[src/rtl/sram_arb_pkg.sv]
// Shared types and helpers for the SRAM bank arbiter.
// Exports: N_REQ_MAX, ID_W (requester id width), rd_tag_t (read-return tag), rr_pick (round-robin pick).
// Latency: none (types and a combinational function). Backpressure: n/a.
package sram_arb_pkg;

  localparam int N_REQ_MAX = 16;
  // Ids are sized for the largest configuration, so one tag type serves every N_REQ.
  localparam int ID_W = $clog2(N_REQ_MAX);

  typedef struct packed {
    logic            vld;
    logic [ID_W-1:0] id;
  } rd_tag_t;

  // One-hot round-robin pick among the lowest n bits of req.
  // Scanning from ptr modulo n is the same as rotate, find-first, unrotate.
  function automatic logic [N_REQ_MAX-1:0] rr_pick(
    input logic [N_REQ_MAX-1:0] req,
    input logic [ID_W-1:0]      ptr,
    input int                   n
  );
    logic [ID_W-1:0] idx;
    logic            found;
    rr_pick = '0;
    found   = 1'b0;
    for (int k = 0; k < N_REQ_MAX; k++) begin
      idx = ID_W'((int'(ptr) + k) % n);
      if (k < n && !found && req[idx]) begin
        rr_pick[idx] = 1'b1;
        found        = 1'b1;
      end
    end
  endfunction

endpackage

[src/rtl/rr_priority_pick.sv]
// Round-robin priority picker: first requester at or after ptr (mod N_REQ) wins.
// Ports: req/ptr in; gnt one-hot, gnt_id encoded winner, any = at least one request.
// Latency: purely combinational. Backpressure: none; output follows req every cycle.
module rr_priority_pick
  import sram_arb_pkg::*;
#(
  parameter int N_REQ = 16
) (
  input  logic [N_REQ-1:0] req,
  input  logic [ID_W-1:0]  ptr,
  output logic [N_REQ-1:0] gnt,
  output logic [ID_W-1:0]  gnt_id,
  output logic             any
);

  logic [N_REQ_MAX-1:0] req_ext;
  logic [N_REQ_MAX-1:0] pick;

  always_comb begin
    req_ext              = '0;
    req_ext[N_REQ-1:0]   = req;
    pick                 = rr_pick(req_ext, ptr, N_REQ);
    gnt                  = pick[N_REQ-1:0];
    gnt_id               = '0;
    for (int i = 0; i < N_REQ; i++) begin
      if (pick[i]) gnt_id = ID_W'(i);
    end
    any = |req;
  end

endmodule

[src/rtl/sram_bank_arbiter.sv]
// Round-robin arbiter sharing one single-port SRAM bank among N_REQ requesters.
// Ports: req/we/addr/wdata per requester, gnt (comb), rvalid/rdata return, CEN/WEN/A/D/Q macro side.
// Latency: gnt combinational, command registered (+1), read return at +1+RD_LAT. Backpressure: req held until gnt.
// Optional: define SRAM_ARB_LOCK_EN to add lock[N_REQ] (last winner keeps the bank while req&lock).
`ifndef MA_width
`define MA_width 10
`endif
`ifndef D_width
`define D_width 16
`endif

module sram_bank_arbiter
  import sram_arb_pkg::*;
#(
  parameter int N_REQ  = 16,
  parameter int MA_W   = `MA_width,
  parameter int D_W    = `D_width,
  parameter int RD_LAT = 1
) (
  input  logic                  clk,
  input  logic                  rst_n,
  input  logic [N_REQ-1:0]      req,
  input  logic [N_REQ-1:0]      we,
  input  logic [N_REQ*MA_W-1:0] addr,
  input  logic [N_REQ*D_W-1:0]  wdata,
`ifdef SRAM_ARB_LOCK_EN
  input  logic [N_REQ-1:0]      lock,
`endif
  output logic [N_REQ-1:0]      gnt,
  output logic [N_REQ-1:0]      rvalid,
  output logic [D_W-1:0]        rdata,
  output logic                  CEN,
  output logic                  WEN,
  output logic [MA_W-1:0]       A,
  output logic [D_W-1:0]        D,
  input  logic [D_W-1:0]        Q
);

  logic [ID_W-1:0]  ptr;
  logic [N_REQ-1:0] rr_gnt;
  logic [ID_W-1:0]  rr_id;
  logic             rr_any;
  logic [ID_W-1:0]  gnt_id;
  logic             accept;
  logic             hold;

  logic             sel_we;
  logic [MA_W-1:0]  sel_addr;
  logic [D_W-1:0]   sel_wdata;

  rd_tag_t tag_pipe [RD_LAT+1];

  rr_priority_pick #(.N_REQ(N_REQ)) u_pick (
    .req    (req),
    .ptr    (ptr),
    .gnt    (rr_gnt),
    .gnt_id (rr_id),
    .any    (rr_any)
  );

`ifdef SRAM_ARB_LOCK_EN
  logic            last_vld;
  logic [ID_W-1:0] last_id;

  // The most recent winner keeps the bank while it still requests with lock set.
  always_comb begin
    hold = 1'b0;
    for (int i = 0; i < N_REQ; i++) begin
      if (last_vld && last_id == ID_W'(i) && req[i] && lock[i]) hold = 1'b1;
    end
  end

  always_comb begin
    gnt    = rr_gnt;
    gnt_id = rr_id;
    accept = rr_any;
    if (hold) begin
      gnt_id = last_id;
      accept = 1'b1;
      for (int i = 0; i < N_REQ; i++) gnt[i] = (last_id == ID_W'(i));
    end
  end

  always_ff @(posedge clk or negedge rst_n) begin
    if (!rst_n) begin
      last_vld <= 1'b0;
      last_id  <= '0;
    end else if (accept) begin
      last_vld <= 1'b1;
      last_id  <= gnt_id;
    end
  end
`else
  assign hold   = 1'b0;
  assign gnt    = rr_gnt;
  assign gnt_id = rr_id;
  assign accept = rr_any;
`endif

  // Winner's operands; gnt is one-hot so at most one term contributes.
  always_comb begin
    sel_we    = 1'b0;
    sel_addr  = '0;
    sel_wdata = '0;
    for (int i = 0; i < N_REQ; i++) begin
      if (gnt[i]) begin
        sel_we    = we[i];
        sel_addr  = addr[i*MA_W +: MA_W];
        sel_wdata = wdata[i*D_W +: D_W];
      end
    end
  end

  // Pointer moves past the winner; a locked re-grant leaves it where it was.
  always_ff @(posedge clk or negedge rst_n) begin
    if (!rst_n) begin
      ptr <= '0;
    end else if (accept && !hold) begin
      ptr <= (gnt_id == ID_W'(N_REQ-1)) ? '0 : gnt_id + ID_W'(1);
    end
  end

  // Command stage. A/D hold when idle so the macro pins do not toggle.
  always_ff @(posedge clk or negedge rst_n) begin
    if (!rst_n) begin
      CEN <= 1'b1;
      WEN <= 1'b1;
      A   <= '0;
      D   <= '0;
    end else if (accept) begin
      CEN <= 1'b0;
      WEN <= ~sel_we;
      A   <= sel_addr;
      D   <= sel_wdata;
    end else begin
      CEN <= 1'b1;
      WEN <= 1'b1;
    end
  end

  // Tag pipe: stage k is visible k+1 cycles after the accept. Stage RD_LAT
  // drives rvalid; rdata is captured from Q on the edge that loads it.
  always_ff @(posedge clk or negedge rst_n) begin
    if (!rst_n) begin
      for (int k = 0; k <= RD_LAT; k++) begin
        tag_pipe[k].vld <= 1'b0;
        tag_pipe[k].id  <= '0;
      end
      rdata <= '0;
    end else begin
      tag_pipe[0].vld <= accept & ~sel_we;
      tag_pipe[0].id  <= gnt_id;
      for (int k = 1; k <= RD_LAT; k++) tag_pipe[k] <= tag_pipe[k-1];
      if (tag_pipe[RD_LAT-1].vld) rdata <= Q;
    end
  end

  always_comb begin
    rvalid = '0;
    for (int i = 0; i < N_REQ; i++) begin
      if (tag_pipe[RD_LAT].vld && tag_pipe[RD_LAT].id == ID_W'(i)) rvalid[i] = 1'b1;
    end
  end

endmodule
[config.mk]
export PLATFORM = sky130hd
export DESIGN_NAME = sram_bank_arbiter
export DESIGN_NICKNAME = d
export VERILOG_FILES = /design/src/rtl/sram_arb_pkg.sv /design/src/rtl/rr_priority_pick.sv /design/src/rtl/sram_bank_arbiter.sv
export SDC_FILE = /design/constraint.sdc
export NUM_CORES = 1
export LEC_CHECK = 0
export ABC_AREA = 1
export CAP_MARGIN = 20
export CORE_AREA = 8 8 206 208
export CTS_BUF_LIST = sky130_fd_sc_hd__clkbuf_16
export CTS_CLUSTER_DIAMETER = 200
export CTS_CLUSTER_SIZE = 40
export DETAILED_ROUTE_END_ITERATION = 12
export DIE_AREA = 0 0 214 216
export GPL_ROUTABILITY_DRIVEN = 1
export GPL_TIMING_DRIVEN = 0
export PLACE_DENSITY = 0.6
export SLEW_MARGIN = 10
export SYNTH_ARGS = -nofsm -noshare
export SYNTH_HDL_FRONTEND = slang
export SYNTH_SLANG_ARGS = --single-unit
[constraint.sdc]
create_clock -name clk -period 5.6 [get_ports clk]
set_input_delay 1.68 -clock clk [delete_from_list [all_inputs] [get_ports clk]]
set_output_delay 1.68 -clock clk [all_outputs]
set_load 0.02 [all_outputs]
* Word level (Yosys, flattened, before mapping)
Cells that the tools add are included.
Storage, ports and cells: memories 0, bits of input ports 466, RAM bits 0, bits in registers 58, latch bits 0, ROM bits 0
Cells by class: bitwise logic cells 17, div/mod/pow operators 0, reduce and logical (&&, ||, !) cells 64, equal/unequal tests 16, multiply operators 0, shift operators 0, mux-type cells 177, $add $sub $neg 16, order comparisons 32
Operators with widths (number):
- $mux 16 | 32
- $or 16x16->16 | 15
- $mux 10 | 16
- $mux 1 | 82
- $lt 4x5->1 const B | 16
- $bmux 1 s4 | 16
- $demux 1 s4 | 16
- $ge 4x1->1 const B | 16
- $logic_and 1x1->1 | 47
- $eq 4x4->1 const B | 9
- $mux 4 | 9
- $add 4x4->4 const B | 8
- $add 4x3->4 const B | 4
- $eq 4x3->1 const B | 4
- $reduce_or 16->1 | 1
- $logic_not 1->1 | 15
- $mux 3 | 4
- $add 4x1->4 const B | 2
- $add 4x2->4 const B | 2
- $eq 4x2->1 const B | 2
- $eq 4x1->1 const B | 1
- $logic_not 4->1 | 1
- $mux 2 | 2
- $and 1x1->1 | 1
- $not 1->1 | 1

* Depth between registers and ports, before layout
depth after elaboration 66, mapped depth 41, depth with buffers taken out 39

* Modules after synthesis
Synthesis repeated with hierarchy kept, for this count alone.
Second synthesis, totals: cells, all modules 2111, area total of the unflattened synthesis 11001.8 sq um
By module, submodules not included:
- sram_bank_arbiter | cells an instance 1248, times used 1, area an instance 6891.6 sq um
- rr_priority_pick | cells an instance 863, times used 1, area an instance 4110.2 sq um

* Worst setup path after synthesis
OpenSTA, ideal clock, no wires.
path kind input -> output, from input req[11], to output gnt[14], stages on the path 18, setup slack -135 ps, data required time 3920 ps, data arrival time 4055 ps, path through nand2_1 > nand3_1 > nand3_1 > nand3_1 > nand2_2 > nand4_4 > nor2_4 > nand4_2 > nor2_2 > nand4_4 > nor2_4 > nand2_2 > nor2_4 > buf_4 > nand3_1 > nand4_1 > buf_2 > clkbuf_1
On the way: word-level cells in the longest chain between the ends 48
RTL lines:
- start: declaration | RTL line sram_bank_arbiter.sv:22 | input logic [N_REQ-1:0] req,
- $bmux 1 s4 | RTL line sram_arb_pkg.sv:28 | if (k < n && !found && req[idx]) begin
- $mux 1 (not written as such) | RTL line sram_arb_pkg.sv:28
- $mux 1 | RTL line sram_arb_pkg.sv:28
- $logic_not 1->1 | RTL line sram_arb_pkg.sv:28
- $logic_and 1x1->1 | RTL line sram_arb_pkg.sv:28
- $mux 1 | RTL line sram_arb_pkg.sv:28
- $logic_not 1->1 | RTL line sram_arb_pkg.sv:28
- $logic_and 1x1->1 | RTL line sram_arb_pkg.sv:28
- [32 not listed]
- $logic_and 1x1->1 | RTL line sram_arb_pkg.sv:28
- $mux 1 | RTL line sram_arb_pkg.sv:28
- $logic_not 1->1 | RTL line sram_arb_pkg.sv:28
- $logic_and 1x1->1 | RTL line sram_arb_pkg.sv:28
- $mux 1 | RTL line sram_arb_pkg.sv:28
- $logic_not 1->1 | RTL line sram_arb_pkg.sv:28
- $logic_and 1x1->1 | RTL line sram_arb_pkg.sv:28
- $mux 16 (*) | RTL line sram_arb_pkg.sv:28
- end: declaration | RTL line sram_bank_arbiter.sv:29 | output logic [N_REQ-1:0] gnt,
Every way passes the cells marked *; elsewhere a longest branch is shown, timed or not. The select of a mux whose other input is x is not followed.

* Worst setup path in the final report
from input req[0], to output gnt[12]
Same word-level chain as after synthesis.

==> metrics.csv <==
stage,metric,value,unit
status,status,finished with violations,
status,failing checks,negative setup slack,
final_layout,layout cells sized above 1,26.4,%
final_layout,post-route insts no fill,3339,
critical_path,"Data required, critical path",3.92,ns
final_layout,fin nets,3275,
clock_tree,clk buf depth,2,
floorplanning,Initial Util,27.9,%
clock_tree,worst skew pair latency,0.32,ns
logic_synthesis,top_reg_cell synth,dfrtp_1,
floorplanning,io pins,542,
final_layout,Fill cells,4039,
route,WL final,82500,um
global_routing,gr usage total,33.2,%
critical_path,Worst R2R Start,ptr[0],
critical_path,worst path cell trace,buf_8 > nand2_4 > nand3_2 > nand3_2 > nand3_2 > nand2_4 > buf_4 > nand4_4 > inv_4 > clkbuf_16 > a221oi_2 > o2111ai_1 > a21oi_1 > o21ai_1 > a21oi_2 > nand3_2 > a21oi_2 > nand4_1 > buf_6 > clkbuf_16 > buf_6,
global_routing,initial antenna violation count,17,
route,DR iter-0 viols,1937,
timing,relative slew slack,38.6,%
logic_synthesis,Post-synth EDFFs,0,
floorplanning,Core Rows,73,
clock_tree,cts-stage hold buffer count,0,
route,routed vias,17640,
hold_path,Hold Path Depth,0,
final_layout,"Core Util, Final",51.9,%
place,Placer Congestion,1.06,
floorplanning,Die Area,46200,um2
critical_path,Bufs and invs on worst path,7,
logic_synthesis,"Seq/Total Area, Yosys",13.3,%
clock_tree,clock sink total,58,
final_layout,multi-input logic area,10000,um2
job,Max Cap Violations,0,
logic_synthesis,Yosys cell types,52,
route,WL/cell,24.7,um
route,drt drc,0,
global_routing,largest net degree at the start of global routing,59,
logic_synthesis,mapped cell area,10900,um2
logic_synthesis,#FFs+latches synth,58,
critical_path,"critical path fanouts, max",10,
place,# port buffers,541,
timing,minimum clock period,6.18,ns
timing,Clock Skews,0.00550,ns
critical_path,crit-path leading delay family,compound AO/OA/AOI/OAI gates,
timing,final setup violation count,37,
critical_path,critical path type,input port to output port,
logic_synthesis,"Net Count, Synth",2608,
global_routing,first-pass GRT wire length,116000,um
place,HPWL Detailed,65900,um
floorplanning,CORE AREA,39200,um2
timing,Worst-Margin Slew,0.916,ns
timing,Tcrit/Tclk final,110,%
route,DRT antenna net count,0,
final_layout,synth-to-layout area growth,85.9,%
hold_path,worst hold start,tag_pipe[7],
critical_path,worst reg2reg path depth,44,
place,Post-Place Cells,3194,
logic_synthesis,Ys Warns,0,
critical_path,CP max stage cell,a221oi_2,
floorplanning,die width,214,um
hold_path,Hold Path Class,flip-flop to flip-flop,
critical_path,Critical Path AT,4.50,ns
critical_path,Crit path largest cell delay,0.24,ns
timing,Max Fclk,162,MHz
critical_path,CP Launch Type,input port,
timing,RSZ-0062 raised after global routing,yes,
final_layout,register area,1460,um2
clock_tree,CTS tree,yes,
clock_tree,H-tree Lvls,3,
logic_synthesis,Synth Instances,2128,
critical_path,Critical Path End Type,output port,
timing,Hold Slack,0.356,ns
hold_path,Hold EP,tag_pipe[2],
timing,"Slew Viols, Final",0,
floorplanning,Die H,216,um
place,worst slack at placement,-2.34,ns
critical_path,Reg2Reg Setup Slack,0,ns
timing,final worst slack,-0.583,ns
timing,Final Hold Fails,0,
critical_path,cell mode on critical path,nand3_2,
route,TritonRoute pass-1 iters,8,
route,Vias/cell,5.28,
global_routing,vias in the first global route,16746,
clock_tree,TritonCTS Buffers,9,
clock_tree,"Reg clk slew, reported paths",0.05,ns
clock_tree,root buf cell,clkbuf_16,
critical_path,Reg-to-Reg End,D[13],
global_routing,GR Overflow Total,0,
logic_synthesis,ys async rst share,100,%
logic_synthesis,"Avg Cell Area, Syn",5.14,um2
[placed cells by master (no fill, tap or decap), types with 7 or more instances in the layout]
cell type,synthesis,routed
clkdlybuf4s50_1,0,508
nor2_1,521,494
nand2_1,670,476
a21oi_1,215,202
nand2_2,13,188
nand3_1,215,125
buf_4,17,112
nand3_2,3,87
inv_1,80,78
buf_6,11,58
dfrtp_1,56,54
buf_2,46,29
clkbuf_1,40,26
or2_2,26,26
nor2_2,9,23
nand2_4,4,22
nor3_1,24,22
nand4_1,21,21
nor2_4,6,19
inv_2,25,18
mux2_2,16,16
diode_2,0,14
a21oi_2,1,14
buf_8,0,14
clkbuf_16,0,13
ha_1,14,11
inv_4,1,10
buf_12,0,9
o21ai_1,12,9
nand4_4,4,8
nand3_4,1,7
clkinv_1,7,7
[state kept, by name, summed over array words and instances, names as in the netlist]
| signal | count |
|---|---|
| D | 16 |
| CEN | 1 |
| rdata | 16 |
| ptr | 4 |
| tag_pipe | 10 |
| A | 10 |
| WEN | 1 |
[cell families after synthesis]
group           Yosys count  synth area share, %
compound gates          268                 13.2
xor+xnor                  4                0.629
mux                      16                 1.65
fa+ha+maj                14                 1.60
buf+inv                 229                 9.78
flops                    58                 13.3
simple gates           1539                 59.8
[synthesized netlist by cell type, drive strengths merged (5+ instances only)]
cell type	n	area share [%]
nand3	219	10
ha	14	1.6
o2111ai	7	0.56
nand4	31	2.7
buf	75	4.4
nand2	687	24
inv	107	3.7
clkbuf	40	1.4
or2	28	1.6
nor2	536	19
o211ai	5	0.34
clkinv	7	0.24
o22ai	8	0.46
mux2	16	1.6
o21ai	18	0.93
a21oi	216	9.9
nor3	30	1.7
dfrtp	56	13
[cell type report]
cell class | instances | area share (%)
clock inverter | 7 | 0.271
timing repair buffer | 662 | 32.3
tap | 525 | 3.23
antenna | 14 | 0.172
buffer | 109 | 4.21
sequential | 58 | 7.16
inverter | 114 | 2.37
clock buffer | 9 | 1.11
multi-input combinational | 1841 | 49.2
[worst max-delay path by stage]
stage	start	end	slack [ns]	depth (start not counted)
finish	req[0]	gnt[12]	-0.58	21
global route	req[11]	gnt[9]	-0.66	21
CTS	req[0]	gnt[14]	-0.53	19
detailed placement	req[3]	gnt[14]	-2.34	18
global placement	req[4]	gnt[14]	-2.72	18
floorplan	req[11]	gnt[13]	0.003	17
[metal layers]
| layer | part of all wire (%) | track usage [%] | vias to the layer above |
|---|---|---|---|
| met5 | 0.058 | 0 | - |
| met4 | 3.0 | 9.07 | 6 |
| met3 | 10 | 8.63 | 156 |
| met2 | 47 | 55.2 | 941 |
| met1 | 40 | 42.1 | 8309 |
| li1 | - | - | 8228 |
[through the flow]
step                      area, um2  setup TNS, ns
after floorplan               10900              0
after global placement        17000         -62.80
after detailed placement      17000         -54.80
after CTS                     19000          -6.68
after global routing          20300         -15.26
final                         20300          -8.22
[timing repair]
action                                  4_1_cts  5_1_grt
gates resized for setup                     438      305
gates cloned                                  4        1
setup buffers                                76       40
endpoints found under the setup margin       50       47
pin swaps                                    99      126
Power is left out: the tool's default activity adds up to more than one toggle a clock period on the data nets, which glitch-free logic cannot reach.
